`src/rtl/uart_rx_fsm.sv`:
```
// UART receive control FSM: sequences start/data/parity/stop sampling
// and reports a one-cycle data_valid or framing_err per completed frame.
module uart_rx_fsm (
    input  logic       CLK,
    input  logic       RST,
    input  logic       RX_IN,
    input  logic       PAR_EN,
    input  logic [5:0] prescale,
    input  logic       strt_glitch,
    input  logic       par_err,
    input  logic       stp_err,
    output logic [4:0] edge_cnt,
    output logic [3:0] bit_cnt,
    output logic       dat_samp_en,
    output logic       strt_chk_en,
    output logic       deser_en,
    output logic       par_chk_en,
    output logic       stp_chk_en,
    output logic       data_valid,
    output logic       framing_err
);

    localparam logic [2:0] IDLE    = 3'd0;
    localparam logic [2:0] START   = 3'd1;
    localparam logic [2:0] DATA    = 3'd2;
    localparam logic [2:0] PARITY  = 3'd3;
    localparam logic [2:0] STOP    = 3'd4;
    localparam logic [2:0] ERR_CHK = 3'd5;

    logic [2:0] r_state;
    logic [2:0] w_next;
    logic [4:0] r_edge;
    logic [3:0] r_bits;
    logic [4:0] r_pm1;
    logic       r_par_en;
    logic       r_par_flag;
    logic       r_stp_flag;
    logic [4:0] w_pm1_in;
    logic       w_active;
    logic       w_bit_end;
    logic       w_start;

    // Unsupported ratios fall back to 8x oversampling.
    always_comb begin
        w_pm1_in = 5'd7;
        case (prescale)
            6'd16:   w_pm1_in = 5'd15;
            6'd32:   w_pm1_in = 5'd31;
            default: w_pm1_in = 5'd7;
        endcase
    end

    assign w_active  = (r_state == START) || (r_state == DATA) ||
                       (r_state == PARITY) || (r_state == STOP);
    assign w_bit_end = w_active && (r_edge == r_pm1);

    always_comb begin
        w_next = r_state;
        case (r_state)
            IDLE: begin
                if (!RX_IN) w_next = START;
            end
            START: begin
                if (w_bit_end) w_next = strt_glitch ? IDLE : DATA;
            end
            DATA: begin
                if (w_bit_end && (r_bits == 4'd7))
                    w_next = r_par_en ? PARITY : STOP;
            end
            PARITY: begin
                if (w_bit_end) w_next = STOP;
            end
            STOP: begin
                if (w_bit_end) w_next = ERR_CHK;
            end
            ERR_CHK: begin
                w_next = RX_IN ? IDLE : START;
            end
            default: w_next = IDLE;
        endcase
    end

    assign w_start = (w_next == START) &&
                     ((r_state == IDLE) || (r_state == ERR_CHK));

    always_ff @(posedge CLK) begin
        if (RST) begin
            r_state    <= IDLE;
            r_edge     <= 5'd0;
            r_bits     <= 4'd0;
            r_pm1      <= 5'd7;
            r_par_en   <= 1'b0;
            r_par_flag <= 1'b0;
            r_stp_flag <= 1'b0;
        end else begin
            r_state <= w_next;
            r_edge  <= (w_active && !w_bit_end) ? r_edge + 5'd1 : 5'd0;

            case (r_state)
                DATA:    if (w_bit_end) r_bits <= r_bits + 4'd1;
                PARITY:  r_bits <= r_bits;
                STOP:    if (w_bit_end) r_bits <= 4'd0;
                default: r_bits <= 4'd0;
            endcase

            // Frame parameters are frozen for the whole frame.
            if (w_start) begin
                r_pm1      <= w_pm1_in;
                r_par_en   <= PAR_EN;
                r_par_flag <= 1'b0;
                r_stp_flag <= 1'b0;
            end else if ((r_state == PARITY) && w_bit_end) begin
                r_par_flag <= par_err;
            end else if ((r_state == STOP) && w_bit_end) begin
                r_stp_flag <= stp_err;
            end
        end
    end

    assign edge_cnt    = r_edge;
    assign bit_cnt     = r_bits;
    assign dat_samp_en = w_active;
    assign strt_chk_en = (r_state == START);
    assign deser_en    = (r_state == DATA);
    assign par_chk_en  = (r_state == PARITY);
    assign stp_chk_en  = (r_state == STOP);
    assign data_valid  = (r_state == ERR_CHK) && !(r_par_flag || r_stp_flag);
    assign framing_err = (r_state == ERR_CHK) && (r_par_flag || r_stp_flag);

endmodule

```
`config.mk`:
```
export PLATFORM = sky130hd
export DESIGN_NAME = uart_rx_fsm
export DESIGN_NICKNAME = d
export VERILOG_FILES = /design/src/rtl/uart_rx_fsm.sv
export SDC_FILE = /design/constraint.sdc
export NUM_CORES = 1
export LEC_CHECK = 0
export ABC_AREA = 1
export CORE_ASPECT_RATIO = 1.25
export CORE_MARGIN = 1
export CORE_UTILIZATION = 45
export DETAILED_ROUTE_END_ITERATION = 7
export PLACE_DENSITY = 0.77
export SYNTH_ARGS = -nofsm -noshare
export SYNTH_HDL_FRONTEND = slang
export SYNTH_SLANG_ARGS = --single-unit
```
`constraint.sdc`:
```
create_clock -name CLK -period 1.5 [get_ports CLK]
set_input_delay 0.45 -clock CLK [delete_from_list [all_inputs] [get_ports CLK]]
set_output_delay 0.45 -clock CLK [all_outputs]
set_load 0.02 [all_outputs]
```
==> impl_metrics.py <==
metrics = {
    "clock_network": {
        "cts-root-buf": "clkbuf_4",
        "cts.sinks": 17,
        "cts_buffer_depth": 2,
        "hold_buffers": 0,
        "clk_latency_ps": 300,
        "tritoncts": "done",
        "ctsHtreeMaxLevel": 1,
        "cts.clk_slew.worst_paths_ps": 110,
        "cts_buffers": 3,
    },
    "layout": {
        "num-nets-final": 211,
        "final_util_pct": 80.6,
        "diodes": 0,
        "nFillCells": 130,
        "final_area_mm2": 0.00160,
        "drive_above_1_share_pct": 44.6,
        "area_growth_pct": 70.0,
    },
    "yosys": {
        "synthTopCellsByArea": "dfxtp_1 36%, nand2_1 9.6%, nor2_1 6.8%, inv_1 6.0%, nand3_1 5.9%",
        "synth_edf_count": 0,
        "yosys.cell_count.top_type": "nand2_1",
        "synth_nets": 148,
        "yosys.area.top_type": "dfxtp_1",
        "synth_flop_cell": "dfxtp_1",
        "synth_top_area_share_pct": 36.2,
        "seq_area_frac_synth_pct": 36.2,
        "avgSynthCellArea_um2": 7.07,
        "ys_ff_latch": 17,
        "ys_types": 23,
        "ys.warnings.count": 0,
        "synthTopCellsByCount": "24 x nand2_1, 17 x dfxtp_1, 17 x nor2_1",
        "postSynthCellCount": 133,
        "synth_area_um2": 940,
        "ys_async_sr_fraction_pct": 0,
    },
    "min_path": {
        "hp-class": "reg -> reg",
    },
    "critical_path": {
        "rrSetupSlack_ps": 30,
        "path_max_fanout": 4,
        "arrival_ps": 1270,
        "slowest_stage": "dfxtp_4",
        "worstPathRequired_ps": 1050,
        "path_cells": "buf_6 -> nor2_4 -> nand2_2 -> nor3_2 -> buf_4",
        "crit_buf_inv": 2,
        "slowest_delay_ps": 390,
        "critPathKind": "reg -> out",
        "worstSetupEndpointType": "output port",
        "critPathLaunchType": "register",
        "crit_family": "flip-flops",
    },
    "routing": {
        "met1Wirelength_mm": 1.09,
        "via_count": 1129,
        "top_layer_used": "met4",
        "wl_mm": 2.86,
        "dr_wl_met3_um": 123,
        "postRouteAntennaNets": 0,
        "drt_first_pass_iters": 5,
        "drt_iter0_drc": 28,
        "route.detailed.drc": 0,
        "wl_per_cell_um": 13.3,
        "post_drt_via_cell_ratio": 5.25,
        "met2WireLength_mm": 1.56,
    },
    "timing": {
        "finalCritPeriodShare_pct": 115,
        "slew_violations": 0,
        "tightest_slew_ps": 247,
        "finalHoldViolCount": 0,
        "finalHoldWorstSlack_ps": 513,
        "clock_skew_ps": 7.16,
        "maxSlewHeadroom_pct": 83.5,
        "fin_setup_tns_ps": -977,
        "setup_ws_ps": -221,
        "setup_viol": 7,
        "rsz0062_at_grt": "true",
        "fmax_mhz": 581,
        "fin_crit_ps": 1720,
    },
    "global_routing": {
        "overflow": 0,
        "grt_pass1_vias": 1054,
        "grtUsageTotal_pct": 24.1,
        "grt_pass1_wl_mm": 4.13,
        "grt_max_degree": 10,
        "antenna_found_initial": 0,
    },
    "placed_design": {
        "place.gp.congestion": 0.949,
        "hpwl_mm": 1.88,
        "pre_cts_ws_ps": -319,
        "io_buffers": 28,
        "dpl_cell_area_mm2": 0.00139,
    },
    "outcome": {
        "failed_checks": "negative setup slack",
        "run_status": "complete, but fails checks",
    },
    "floorplan": {
        "core_area_mm2": 0.00198,
        "start_util_pct": 47.4,
        "dieArea_mm2": 0.00228,
        "ios": 29,
        "rows": 18,
        "die_w_um": 42.9,
        "die_y_um": 53.1,
    },
    "power": {
        "leakage_uw": 0.000740,
        "peakVddDrop_v": 0.000521,
        "p_per_area_mw_per_mm2": 558,
    },
    "flow_run": {
        "maxCapViolations": 0,
    },
}
-- flip-flops by register name, indices dropped and copies added (netlist names) --
signal	count
r_par_flag	1
r_stp_flag	1
r_state	3
r_par_en	1
edge_cnt	5
bit_cnt	4
r_pm1	2
-- worst paths after layout --
| kind | startpoint | endpoint | cells after the start |
|---|---|---|---|
| hold / removal | r_stp_flag$_SDFFE_PP0P_ | r_stp_flag$_SDFFE_PP0P_ | 2 |
| setup reg to reg | r_state[1]$_SDFF_PP0_ | bit_cnt[3]$_SDFFE_PP0P_ | 10 |
| hold reg to reg | r_stp_flag$_SDFFE_PP0P_ | r_stp_flag$_SDFFE_PP0P_ | 2 |
| setup / recovery | r_state[1]$_SDFF_PP0_ | data_valid | 5 |
-- cells in the final DEF (no fill, tap or decap), types with 2 or more instances in the layout --
cell / synthesis / final
buf_4: 0 / 29
nand2_1: 24 / 17
nor2_1: 17 / 14
dfxtp_1: 17 / 12
clkdlybuf4s50_1: 0 / 12
inv_2: 5 / 11
nand3_1: 11 / 10
nand2_2: 2 / 9
inv_1: 15 / 8
buf_6: 0 / 8
a21oi_1: 9 / 7
dlygate4sd2_1: 0 / 7
nor2_4: 3 / 6
nand4_1: 4 / 4
nand2_4: 3 / 3
xor2_1: 3 / 3
a21oi_2: 1 / 3
nor3_1: 5 / 3
o21ai_0: 3 / 3
clkbuf_4: 0 / 3
dfxtp_4: 0 / 3
nor3_2: 0 / 2
nor2_2: 2 / 2
nand3_2: 1 / 2
dfxtp_2: 0 / 2
-- power by group --
part	switching, uW	internal, uW
Clock	154	104
Combinational	79.5	86.5
Sequential	9.08	459
-- per-stage QoR --
step | std cells | total power, uW
final | 215 | 892
after global routing | 215 | 918
after CTS | 208 | 861
after detailed placement | 199 | 620
after global placement | 199 | 617
after floorplan | 133 | 537
-- tightest hold or removal path, stage by stage (launching register included) --
cell and delay [ps]:
dfxtp_1 350, nand2_1 70, a21oi_1 50
-- logic make-up after synthesis --
kind of cell    after synthesis  share of synthesized area (%)
xor+xnor                      4                           3.73
compound gates               16                           9.19
fa+ha+maj                     2                           2.66
flops                        17                           36.2
buf+inv                      20                           7.99
simple gates                 74                           40.2
-- per-layer routing --
layer	vias up	track usage, %
met5	-	0
met4	0	11.5
met3	10	3.07
met2	43	48.7
met1	519	23.4
li1	557	-
-- layout make-up --
type                    count  area (um2)  share of cell area, %
flip-flops and latches     17         354                   22.2
repair buffers             58         504                   31.6
inverters                  20        77.6                   4.86
clock buffers               4        26.3                   1.64
multi-input cells          96         611                   38.2
well taps                  20        25.0                   1.57
-- what timing repair did --
action                                  4_1_cts  5_1_grt
pin swaps                                     2       13
buffers inserted                              5        7
endpoints found under the setup margin       25       18
gates cloned                                  0        0
endpoints found under the hold margin         0        0
resized for setup                            54       38
Note: power is estimated with default switching activity, not from simulation.
